<file path="config.mk">
export PLATFORM = sky130hd
export DESIGN_NAME = dff_mem_burst
export DESIGN_NICKNAME = d
export VERILOG_FILES = /design/src/rtl/dff_mem_burst.sv
export SDC_FILE = /design/constraint.sdc
export NUM_CORES = 1
export LEC_CHECK = 0
export CORE_MARGIN = 2
export CORE_UTILIZATION = 57
export CTS_CLUSTER_SIZE = 30
export DETAILED_ROUTE_END_ITERATION = 12
export DONT_BUFFER_PORTS = 1
export PLACE_DENSITY = 0.75
export SLEW_MARGIN = 10
export SYNTH_ARGS = -nofsm -noshare
export SYNTH_HDL_FRONTEND = slang
export SYNTH_SLANG_ARGS = --single-unit
</file>
<file path="constraint.sdc">
create_clock -name clk -period 2 [get_ports clk]
set_input_delay 0.1 -clock clk [delete_from_list [all_inputs] [get_ports clk]]
set_output_delay 0.1 -clock clk [all_outputs]
set_load 0.01 [all_outputs]
</file>
<file path="src/rtl/dff_mem_burst.sv">
// Flip-flop RAM with a command channel and write/read beat streams.
// A command starts a burst at a start address. The address auto-increments
// and wraps at DEPTH. Read data is registered and is held stable under backpressure.
module dff_mem_burst #(
    parameter int DATA_W = 8,
    parameter int DEPTH  = 16,
    parameter int ADDR_W = $clog2(DEPTH),
    parameter int LEN_W  = 4
) (
    input  logic              clk,
    input  logic              rst,
    input  logic              cmd_valid,
    output logic              cmd_ready,
    input  logic              cmd_wr,
    input  logic [ADDR_W-1:0] cmd_addr,
    input  logic [LEN_W-1:0]  cmd_len,
    input  logic              wr_valid,
    output logic              wr_ready,
    input  logic [DATA_W-1:0] wr_data,
    output logic              rd_valid,
    input  logic              rd_ready,
    output logic [DATA_W-1:0] rd_data,
    output logic              busy,
    output logic              err
);

    typedef enum logic [1:0] {IDLE, WRITE, READ, DRAIN} state_t;

    localparam logic [ADDR_W-1:0] LAST_ADDR = ADDR_W'(DEPTH - 1);
    // One extra bit so that DEPTH itself is representable for the range check
    localparam logic [ADDR_W:0]   DEPTH_EXT = (ADDR_W + 1)'(DEPTH);

    state_t              state_reg, state_next;
    logic [ADDR_W-1:0]   ptr_reg, ptr_next, ptr_inc;
    logic [LEN_W-1:0]    cnt_reg, cnt_next;
    logic                rd_valid_reg, rd_valid_next;
    logic [DATA_W-1:0]   rd_data_reg;
    logic                err_reg, err_next;
    logic [DATA_W-1:0]   mem [DEPTH];

    logic cmd_fire, addr_ok, wr_fire, rd_issue;

    assign cmd_ready = (state_reg == IDLE);
    assign wr_ready  = (state_reg == WRITE);
    assign busy      = (state_reg != IDLE);
    assign rd_valid  = rd_valid_reg;
    assign rd_data   = rd_data_reg;
    assign err       = err_reg;

    assign cmd_fire = cmd_valid && cmd_ready;
    assign addr_ok  = ({1'b0, cmd_addr} < DEPTH_EXT);
    assign wr_fire  = wr_valid && wr_ready;
    // Issue a read when the output register is empty or being drained this cycle
    assign rd_issue = (state_reg == READ) && (!rd_valid_reg || rd_ready);
    assign ptr_inc  = (ptr_reg == LAST_ADDR) ? '0 : ptr_reg + 1'b1;

    // Next-state, pointer, beat counter and flag logic
    always_comb begin
        state_next    = state_reg;
        ptr_next      = ptr_reg;
        cnt_next      = cnt_reg;
        err_next      = err_reg;
        rd_valid_next = rd_valid_reg;
        if (rd_valid_reg && rd_ready) begin
            rd_valid_next = 1'b0;
        end
        if (rd_issue) begin
            rd_valid_next = 1'b1;
        end
        case (state_reg)
            IDLE: begin
                if (cmd_fire) begin
                    if (addr_ok) begin
                        ptr_next   = cmd_addr;
                        cnt_next   = cmd_len;
                        state_next = cmd_wr ? WRITE : READ;
                    end else begin
                        // Out-of-range command is swallowed and flagged
                        err_next = 1'b1;
                    end
                end
            end
            WRITE: begin
                if (wr_fire) begin
                    ptr_next = ptr_inc;
                    cnt_next = cnt_reg - 1'b1;
                    if (cnt_reg == '0) begin
                        state_next = IDLE;
                    end
                end
            end
            READ: begin
                if (rd_issue) begin
                    ptr_next = ptr_inc;
                    cnt_next = cnt_reg - 1'b1;
                    if (cnt_reg == '0) begin
                        state_next = DRAIN;
                    end
                end
            end
            DRAIN: begin
                if (rd_valid_reg && rd_ready) begin
                    state_next = IDLE;
                end
            end
            default: state_next = IDLE;
        endcase
    end

    // Control registers and the registered read port
    always_ff @(posedge clk) begin
        if (rst) begin
            state_reg    <= IDLE;
            ptr_reg      <= '0;
            cnt_reg      <= '0;
            rd_valid_reg <= 1'b0;
            rd_data_reg  <= '0;
            err_reg      <= 1'b0;
        end else begin
            state_reg    <= state_next;
            ptr_reg      <= ptr_next;
            cnt_reg      <= cnt_next;
            rd_valid_reg <= rd_valid_next;
            err_reg      <= err_next;
            if (rd_issue) begin
                rd_data_reg <= mem[ptr_reg];
            end
        end
    end

    // Storage words: each one captures a write beat addressed to it; never reset
    for (genvar gi = 0; gi < DEPTH; gi++) begin : g_word
        always_ff @(posedge clk) begin
            if (!rst && wr_fire && (ptr_reg == ADDR_W'(gi))) begin
                mem[gi] <= wr_data;
            end
        end
    end

endmodule

</file>
; ---- Word level (Yosys, flattened, before mapping)
; Memories as Yosys holds them, arrays and structs flattened. A register that Yosys moved wholly into a read port is not among the register bits.
; Index checks and enable logic that the tools add are counted.
[word_totals]
regBits = 11
in_bits = 22
word_cells = 174
n_memories = 1
out_inout_bits = 13
ram_bits = 128
[op_classes]
add_sub_neg = 2
n_mux = 96
eq_ne = 24
reduce_logical = 47
[memory_table]
columns = name, depth, width, rd, rd_ports_with_merged_regs, wr, line
row1 = mem, 16, 8, 1, 1, 1, 39  ; logic [DATA_W-1:0] mem [DEPTH];
[ops]
columns = cell, n
row1 = $mux W8, 15
row2 = $reduce_or A8 Y1, 15
row3 = $mux W4, 22
row4 = $mux W1, 49
row5 = $eq A4 B4 Y1 const B, 8
row6 = $pmux W4 S3, 2
row7 = $logic_and A1 B1 Y1, 21
row8 = $eq A4 B3 Y1 const B, 4
row9 = $mux W2, 7
row10 = $eq A4 B2 Y1 const B, 2
row11 = $logic_not A4 Y1, 2
row12 = $ne A2 B1 Y1 const B, 4
row13 = $pmux W2 S4, 1
row14 = $reduce_and A6 Y1, 1
row15 = $add A4 B1 Y4 const B, 1
row16 = $eq A2 B2 Y1 const B, 2
row17 = $eq A4 B1 Y1 const B, 1
row18 = $ne A2 B2 Y1 const B, 2
row19 = $reduce_and A4 Y1, 1
row20 = $reduce_bool A2 Y1, 2
row21 = $sub A4 B1 Y4 const B, 1
row22 = $reduce_bool A3 Y1, 1
row23 = $eq A2 B1 Y1 const B, 1
row24 = $logic_not A1 Y1, 2
row25 = 2 further kinds, 2

; ---- Longest topological paths before layout
; Gate-level depths: netlist of the first run.
[depth]
depth_word = 22
ltp_mapped = 7
depth_no_buf = 6

; ---- Worst setup path before layout of the first run
; No wires, ideal clock.
[synth_path]
kind = flip-flop to flip-flop
startpoint = reg state_reg[1]
endpoint = mem mem[3][0] (enable)
n_path_buf = 0
setup_ns = 0.383
slack_ns = 0.030
synth_period_minus_slack_ns = 1.970
required_time_ns = 1.617
path_stages_with_launch = 6
arrival_time_ns = 1.586
path_cell_list = dfxtp_1 inv_1 ha_1 and3_1 nand2_1 nor3_1
[synth_between]
elab_chain_len = 22
word_cells_on_any_way = 96
cone_classes = 1 x eq/ne / 62 x mux / 33 x reduce/logical
[synth_rtl]
columns = item, line
row1 = start: declaration, 33  ; state_t state_reg, state_next;
row2 = start signal: assignment, 120  ; state_reg <= state_next;
row3 = $eq A2 B1 Y1 *, 44  ; assign wr_ready = (state_reg == WRITE);
row4 = named net wr_ready, 18  ; output logic wr_ready,
row5 = $logic_and A1 B1 Y1 *, 52  ; assign wr_fire = wr_valid && wr_ready;
row6 = $logic_and A1 B1 Y1 *, 134  ; if (!rst && wr_fire && (ptr_reg == ADDR_W'(gi))) begin
row7 = $logic_and A1 B1 Y1, 134
row8 = $mux W1, 134
row9 = $mux W1 (implied by the code), 135  ; mem[gi] <= wr_data;
row10 = $reduce_or A8 Y1 (no line), -
row11 = $mux W4 (no line) / $mux W1 (equally long branches) (15 in series), -
row12 = end: declaration, 39
; The timed path passes the listed nets; every way through them passes the cells marked *.

==> results_dict.tcl, run 1 <==
set metrics [dict create \
    status "finished clean" \
    grt_overflow_total 0 \
    min_period_ns 1.94 \
    layout-drive-gt1-share 0.246 \
    grt_max_degree 29 \
    min_path_cells 4 \
    layout_setup_ws_ns 0.0560 \
    start_kind "flop" \
    largest_register_ffs 128 \
    met2_usage 0.398 \
    grt_use_total 0.255 \
    synth_cells 379 \
    ys.flop_type "edfxtp_1" \
    ys_ff_latch 147 \
    clockBufferDepth 2 \
    drt_first_pass_iters 5 \
    gr-usage-met1 0.341 \
    diodes 0 \
    dp_slack_ns -0.121 \
    place.gp.congestion 0.828 \
    die_h_microns 107 \
    rsz0062_at_grt "false" \
    slowest_stage "mux4_1" \
    r2r_setup_slack_ns 0.06 \
    critPathMaxFanout 10 \
    end_kind "flop" \
    clk_latency_ns 0.52 \
    drc 0 \
    cp.arrival_ns 2.30 \
    grt_first_pass_wirelength_microns 20600 \
    syn_to_final_growth_pct 20.1 \
    synth_cell_types 43 \
    synth_edf_count 128 \
    skew_ns 0.00913 \
    finalHoldViolCount 0 \
    nets 471 \
    row_count 37 \
    cts_setup_buffers 0 \
    ant_nets 0 \
    drtIter0Drc 417 \
    worstPathRequired_ns 2.35 \
    crit_path_max_incr_delay_ns 0.56 \
    criticalPathCategory "flop to flop" \
    setup_viol 0 \
    synth_area_per_cell_sq_um 16.0 \
    finalCritPeriodShare 0.972 \
    ir_drop_mv 0.825 \
    crit_buf_inv 1 \
    hpwl_microns 8690 \
    synth_nets 412 \
    core_area_sq_um 10300 \
    clkSinkCount 147 \
    portBuffers 0 \
    fmax_mhz 514 \
    leakage_nw 2.48 \
    ys_warn_count 0 \
    design_area_sq_um 7300 \
    io-pin-count 35 \
    r2r_cells 5 \
    r2r_end "rd_data[7]" \
    async_flop_share 0 \
    grt_antenna_before_repair 0 \
    grt_use_met3 0.0784 \
    path_delay_family "multiplexers" \
    dieWidth_microns 107 \
    ys_seq_area_frac 0.695 \
    drv_cap 0 \
    dpl.cell_count 535 \
    numCtsBuffers 17 \
    clkTransAtPathRegs_ns 0.06 \
    drt-total-wl_microns 13600 \
    final.setup.tns_ns 0 \
    path_cells "buf_12, mux4_1, mux2_2, a211oi_2, a211oi_1" \
    initial_core_util 0.588 \
    final_cells 587 \
    vias 3552 \
    die_area_sq_um 11500 \
    hp-start "cmd_valid" \
    grt_pass1_vias 3506 \
    timing.rr.start "ptr_reg[0]" \
    final_core_utilization 0.707 \
    ctsRootBufferMaster "clkbuf_8" \
    max_slew_margin 0.469 \
    min_path_type "primary input to flop" \
    placed_area_sq_um 6440 \
    cts_tree "built" \
    gr-max-usage-layer "met2" \
    vias_per_cell 6.05 \
    synthesis.area_sq_um 6070 \
    nFillCells 656 \
    cts_max_level 4 \
    min_to "ptr_reg[0]" \
    tightest_slew_ns 0.794 \
    slew_viol_final 0 \
    wl_per_cell_microns 23.2 \
    pwr_density_cell_nw_per_um2 1360 \
]
==> power by group <==
part	internal (mW)	switching (mW)	leakage, nW
logic	1.43	1.66	0.896
clock network	1.90	1.19	0.280
registers	3.52	0.219	1.31
total	6.86	3.07	2.48
==> how the worst max path moves through the flow <==
stage	from	end	slack, ns	cells after the start
6_report	ptr_reg[0]	rd_data[7]	0.06	5
5_1_grt	state_reg[0]	state_reg[1]	0.01	7
4_1_cts	ptr_reg[0]	rd_data[1]	0.002	5
3_5_place_dp	state_reg[1]	mem[2][6]	-0.12	5
3_3_place_gp	state_reg[1]	mem[2][7]	-0.05	5
2_1_floorplan	state_reg[1]	mem[3][0]	0.03	5
==> per-layer routing <==
metal / up-vias / share of wire
li1: 1594 / -
met1: 1768 / 0.40
met2: 168 / 0.49
met3: 22 / 0.090
met4: 0 / 0.022
met5: - / 0
==> synthesized netlist by cell type (2+ instances only) <==
library cell  instances  area share
edfxtp_1            128        0.63
mux2i_1              34       0.056
nor2_1               27       0.017
dfxtp_1              19       0.063
a211oi_1             17       0.021
o22ai_1              16       0.016
mux4_2               15       0.056
nand2_1              15      0.0093
ha_1                 11       0.023
inv_1                11      0.0068
o21ai_0               9      0.0074
a21oi_1               8      0.0066
mux2_2                8       0.015
nor2b_1               8      0.0082
clkbuf_1              7      0.0043
buf_4                 6      0.0074
buf_2                 5      0.0041
nor3_1                4      0.0033
buf_1                 2      0.0012
nand3b_1              2      0.0025
o32ai_1               2      0.0029
or2_1                 2      0.0021
or3_1                 2      0.0021
or3b_1                2      0.0029
==> cells by family (layout without fill, tap and decap cells) <==
family,Yosys count,in the layout,synth area share
simple gates,67,67,0.0523
other cells,1,1,0.000617
compound gates,62,62,0.0719
fa+ha+maj,11,11,0.0227
flops,147,147,0.695
mux,58,58,0.131
buf+inv,33,105,0.0264
==> worst min-delay path: cells and delay by family <==
kind / cells / cell delay [ns]
and+or+nand+nor: 2 / 0.27
AOI/OAI and AO/OA: 2 / 0.15
==> layout by cell type (no fill, tap or decap), types with 3 or more instances in the layout <==
| cell type | netlist | routed |
|---|---|---|
| buf_4 | 6 | 38 |
| nor2_1 | 27 | 21 |
| inv_1 | 11 | 11 |
| edfxtp_1 | 128 | 128 |
| nor2_2 | 0 | 6 |
| a21oi_1 | 8 | 8 |
| clkbuf_1 | 7 | 3 |
| bufinv_16 | 0 | 3 |
| ha_1 | 11 | 11 |
| o22ai_1 | 16 | 16 |
| mux4_2 | 15 | 15 |
| clkinv_2 | 0 | 3 |
| nor2b_1 | 8 | 7 |
| dfxtp_2 | 0 | 3 |
| clkbuf_16 | 0 | 16 |
| a211oi_1 | 17 | 13 |
| mux2i_1 | 34 | 34 |
| nand2_1 | 15 | 15 |
| o21ai_0 | 9 | 9 |
| dfxtp_1 | 19 | 16 |
| dlygate4sd3_1 | 0 | 20 |
| mux2_2 | 8 | 8 |
| a211oi_2 | 0 | 4 |
==> area by class of cell <==
cell class | count | area [sq um] | area share
tap | 136 | 170 | 0.0233
multi-input combinational | 199 | 1740 | 0.238
sequential | 147 | 4230 | 0.579
timing repair buffer | 61 | 537 | 0.0735
inverter | 12 | 45.0 | 0.00617
clock inverter | 12 | 155 | 0.0213
clock buffer | 20 | 425 | 0.0583
==> metrics by stage <==
step	hold slack [ns]	total power, mW
3_3_place_gp	0.174	6.53
3_5_place_dp	0.175	6.61
5_1_grt	0.0996	10.3
2_1_floorplan	0.199	5.77
4_1_cts	0.119	9.82
6_report	0.0635	9.93
==> repair_timing <==
action                                  CTS  global route
endpoints found under the hold margin   147             0
hold buffers                             20             0
endpoints found under the setup margin   26            22
resized for setup                         8            13
(Power assumes the default switching activity.)
==> run 2, diff against run 1 <==
--- a/config.mk
+++ b/config.mk
@@ -6,11 +6,12 @@
 export NUM_CORES = 1
 export LEC_CHECK = 0
 export CORE_MARGIN = 2
-export CORE_UTILIZATION = 57
+export CORE_UTILIZATION = 59
+export CTS_BUF_LIST = sky130_fd_sc_hd__clkbuf_8
 export CTS_CLUSTER_SIZE = 30
 export DETAILED_ROUTE_END_ITERATION = 12
 export DONT_BUFFER_PORTS = 1
-export PLACE_DENSITY = 0.75
+export PLACE_DENSITY = 0.78
 export SLEW_MARGIN = 10
 export SYNTH_ARGS = -nofsm -noshare
 export SYNTH_HDL_FRONTEND = slang
==> results_dict.tcl, run 2 (synthesis results as in run 1) <==
set metrics [dict create \
    finalPower_mw 8.85 \
    max_slew_margin 0.409 \
    io-pin-count 35 \
    r2r_setup_slack_ns 0.05 \
    min_period_ns 1.95 \
    path_delay_family "simple AND/OR/NAND/NOR gates" \
    status "finished clean" \
    crit_cells 6 \
    final_cell_mix "edfxtp_1 (128), mux2i_1 (34), buf_4 (33)" \
    syn_to_final_growth_pct 16.1 \
    slew_viol_final 0 \
    fmax_mhz 514 \
    cts_tree "built" \
    ant_nets 0 \
    ctsRootBufferMaster "clkbuf_8" \
    wl_per_cell_microns 23.0 \
    grt_overflow_total 0 \
    min_path_cells 3 \
    final_cells 581 \
    criticalPathCategory "flop to flop" \
    clockBufferDepth 2 \
    numCtsBuffers 17 \
    leakage_nw 2.38 \
    tightest_slew_ns 0.887 \
    drv_cap 0 \
    placed_area_sq_um 6440 \
    grt_use_total 0.258 \
    drt_first_pass_iters 5 \
    worstPathRequired_ns 2.15 \
    drtIter0Drc 377 \
    vias_per_cell 6.15 \
    setup_viol 0 \
    grt_pass1_vias 3599 \
    r2r_cells 6 \
    diodes 0 \
    drt-total-wl_microns 13300 \
    initial_core_util 0.599 \
    critPathMaxFanout 6 \
    portBuffers 0 \
    nFillCells 620 \
    grt_max_degree 27 \
    path_cells "inv_1, ha_1, and3_1, nand2_1, nor2_1, buf_4" \
    core_area_sq_um 10100 \
    register_area_sq_um 4230 \
    final_core_utilization 0.695 \
    pwr_density_cell_nw_per_um2 1260 \
    skew_ns 0.0119 \
    grt_first_pass_wirelength_microns 20700 \
    row_count 37 \
    crit_buf_inv 2 \
    place.gp.congestion 0.848 \
    drc 0 \
    slowest_stage "dfxtp_1" \
    crit_path_max_incr_delay_ns 0.35 \
    ir_drop_mv 0.842 \
    layout_commonest_cell "edfxtp_1" \
    largest_register_ffs 128 \
    grt_antenna_before_repair 1 \
    die_h_microns 105 \
    design_area_sq_um 7050 \
    cp.arrival_ns 2.10 \
    die_area_sq_um 11100 \
    multi_input_area_sq_um 1730 \
    clk_latency_ns 0.44 \
    end_kind "flop" \
    dpl.cell_count 530 \
    hpwl_microns 8710 \
    finalHoldViolCount 0 \
    start_kind "flop" \
    dieWidth_microns 105 \
    finalCritPeriodShare 0.974 \
    cts_max_level 4 \
    holdWs_ns 0.0399 \
    clkTransAtPathRegs_ns 0.08 \
    clkSinkCount 147 \
    layout-drive-gt1-share 0.236 \
    vias 3574 \
    nets 465 \
    min_path_type "primary input to flop" \
]
==> run 2: changes by cell type in the layout (fill, tap and decap cells not counted), moves of 3 or more <==
cell,change
buf_4,-5
clkbuf_1,-3
clkbuf_16,-16
clkbuf_8,+16
dlygate4sd3_1,-3
inv_6,+4
nor2_1,+4
nor2_2,-4
==> run 2: routing by layer <==
metal,wire length (microns),share of wire,GRT usage,vias to the layer above
met5,13,0.00097,0,-
met2,6330,0.47,0.397,202
met4,379,0.028,0.0981,2
met1,5360,0.40,0.351,1743
li1,-,-,-,1587
met3,1260,0.094,0.0748,40
==> run 2: cell type report <==
class | instances | share of cell area
tap | 136 | 0.0241
clock inverter | 15 | 0.0204
clock buffer | 17 | 0.0332
inverter | 12 | 0.00639
timing repair buffer | 55 | 0.0712
multi-input combinational | 199 | 0.245
sequential | 147 | 0.600
==> run 2: where the power goes <==
part / switching (mW) / internal, mW / total (mW)
clock: 1.18 / 1.01 / 2.19
sequential: 0.251 / 3.52 / 3.77
combinational: 1.55 / 1.35 / 2.89
total: 2.97 / 5.88 / 8.85
==> run 2: timing repair <==
item / 4_1_cts / 5_1_grt
setup endpoints to repair: 0 / 83
setup buffers: 0 / 1
endpoints found under the hold margin: 147 / 0
hold buffers: 18 / 0
gates resized for setup: 0 / 13
==> run 2: worst paths after layout <==
check | startpoint | end
worst max-delay path | state_reg[1] | mem[8][1]
worst min-delay path | cmd_addr[0] | ptr_reg[0]
worst max register to register | state_reg[1] | mem[8][1]
worst min register to register | cnt_reg[1] | cnt_reg[1]
==> run 2: tightest hold or removal path, stage by stage <==
cell and delay [ns]:
mux2i_1 0.11, a211oi_1 0.10, buf_4 0.14
==> run 2: stage by stage <==
step / setup TNS [ns] / setup WS, ns
2_1_floorplan: 0 / 0.0304
3_3_place_gp: 0 / 0.0969
3_5_place_dp: 0 / 0.0786
4_1_cts: 0 / 0.0351
5_1_grt: -0.0757 / -0.0184
6_report: 0 / 0.0527
==> run 3, diff against run 2 <==
--- a/config.mk
+++ b/config.mk
@@ -5,6 +5,7 @@
 export SDC_FILE = /design/constraint.sdc
 export NUM_CORES = 1
 export LEC_CHECK = 0
+export ABC_AREA = 0
 export CORE_MARGIN = 2
 export CORE_UTILIZATION = 59
 export CTS_BUF_LIST = sky130_fd_sc_hd__clkbuf_8
==> constraint.sdc (replaced) <==
create_clock -name clk -period 2 [get_ports clk]
set_input_delay 0.3 -clock clk [delete_from_list [all_inputs] [get_ports clk]]
set_output_delay 0.3 -clock clk [all_outputs]
set_load 0.01 [all_outputs]
==> results_dict.tcl, run 3 (synthesis results as in run 1) <==
set metrics [dict create \
    hpwl_microns 8710 \
    min_period_ns 1.93 \
    grt_first_pass_wirelength_microns 20600 \
    path_cells "nand2b_1, or3_1, a311o_1, a21oi_1" \
    grt_use_total 0.256 \
    min_path_cells 2 \
    io-pin-count 35 \
    status "finished clean" \
    timing.rr.start "ptr_reg[2]" \
    row_count 37 \
    wl_per_cell_microns 23.1 \
    max_slew_margin 0.454 \
    grt_overflow_total 0 \
    ant_nets 0 \
    r2r_setup_slack_ns 0.07 \
    slew_viol_final 0 \
    largest_register_ffs 128 \
    r2r_end "ptr_reg[3]" \
    min_to "ptr_reg[0]" \
    crit_path_max_incr_delay_ns 0.71 \
    drv_cap 0 \
    start_kind "flop" \
    crit_buf_inv 0 \
    rsz0062_at_grt "true" \
    worstPathRequired_ns 2.36 \
    combPwrFrac 0.324 \
    swShare 0.336 \
    syn_to_final_growth_pct 14.4 \
    leakage_nw 2.33 \
    placed_area_sq_um 6440 \
    r2r_cells 4 \
    layout_commonest_cell "edfxtp_1" \
    final_cell_mix "edfxtp_1 (128), mux2i_1 (34), buf_4 (33)" \
    cts_tree "built" \
    portBuffers 0 \
    ir_drop_mv 0.832 \
    skew_ns 0.0126 \
    grt_max_degree 27 \
    nets 456 \
    dp_slack_ns 0.0786 \
    clkSinkCount 147 \
    core_area_sq_um 10100 \
    place.gp.congestion 0.848 \
    min_path_type "primary input to flop" \
    slowest_stage "dfxtp_1" \
    drtIter0Drc 357 \
    dieWidth_microns 105 \
    finalCritPeriodShare 0.967 \
    p_sw_mw 2.96 \
    clk_latency_ns 0.44 \
    setup_viol 0 \
    cp.arrival_ns 2.29 \
    grt_antenna_before_repair 1 \
    finalPower_mw 8.82 \
    diodes 0 \
    layout_setup_ws_ns 0.0654 \
    p_clk_frac 0.249 \
    initial_core_util 0.599 \
    ctsRootBufferMaster "clkbuf_8" \
    pwr-share-seq 0.427 \
    nFillCells 633 \
    vias_per_cell 6.22 \
    pwr_density_cell_nw_per_um2 1270 \
    cts_max_level 4 \
    critPathMaxFanout 14 \
    finalHoldViolCount 0 \
    fmax_mhz 517 \
    die_h_microns 105 \
    die_area_sq_um 11100 \
    clockBufferDepth 2 \
    vias 3556 \
    tightest_slew_ns 0.817 \
    final.setup.tns_ns 0 \
    design_area_sq_um 6950 \
    criticalPathCategory "flop to flop" \
    drt_first_pass_iters 5 \
    p_int_mw 5.86 \
    drt-total-wl_microns 13200 \
    clkTransAtPathRegs_ns 0.09 \
    drc 0 \
    end_kind "flop" \
    layout-drive-gt1-share 0.234 \
    grt_pass1_vias 3567 \
    path_delay_family "flip-flops" \
    hp-start "rst" \
    numCtsBuffers 17 \
]
run 3: worst max path at each step:
stage	start	to	cells after the start
after floorplan	state_reg[1]	mem[3][0]	5
after global placement	ptr_reg[0]	mem[3][6]	5
after detailed placement	ptr_reg[0]	rd_data[5]	5
after CTS	ptr_reg[0]	rd_data[5]	5
after global routing	state_reg[0]	state_reg[1]	6
final	ptr_reg[2]	ptr_reg[3]	4
run 3: cell type report:
class	count	area, sq um	share of cell area
Clock inverter	15	144	0.0207
Multi-Input combinational cell	199	1720	0.247
Sequential cell	147	4230	0.609
Inverter	12	45.0	0.00648
Tap cell	136	170	0.0245
Timing Repair Buffer	46	409	0.0589
Clock buffer	17	234	0.0337
run 3: routing by layer:
metal  up-vias  share of wire  GRT usage
li1       1565              -          -
met1      1770           0.40      0.349
met2       186           0.48      0.393
met3        33          0.094     0.0761
met4         2          0.024     0.0990
met5         -        0.00098          0
run 3: repair_timing:
item	4_1_cts	5_1_grt
endpoints found under the hold margin	144	0
hold buffers	9	0
gates resized for setup	0	9
endpoints found under the setup margin	0	24
setup buffers	0	1
run 3: worst register-to-register path, cell delays in order (launching register included):
cell and delay (ns):
dfxtp_1 0.71, nand2b_1 0.29, or3_1 0.38, a311o_1 0.35, a21oi_1 0.12
run 3: per-stage QoR:
step	hold WS (ns)	utilization	instances
final	0.0617	0.685	572
after global routing	0.0361	0.685	572
after CTS	0.0413	0.681	571
after detailed placement	0.376	0.635	530
after global placement	0.372	0.635	530
after floorplan	0.399	-	379
run 3: power by group through the flow:
stage / sequential (mW) / combinational, mW / clock (mW)
floorplan: 3.71 / 2.07 / 0
global placement: 3.82 / 2.61 / 0
detailed placement: 3.83 / 2.69 / 0
CTS: 3.75 / 2.78 / 2.21
global route: 3.79 / 3.11 / 2.33
finish: 3.77 / 2.86 / 2.19
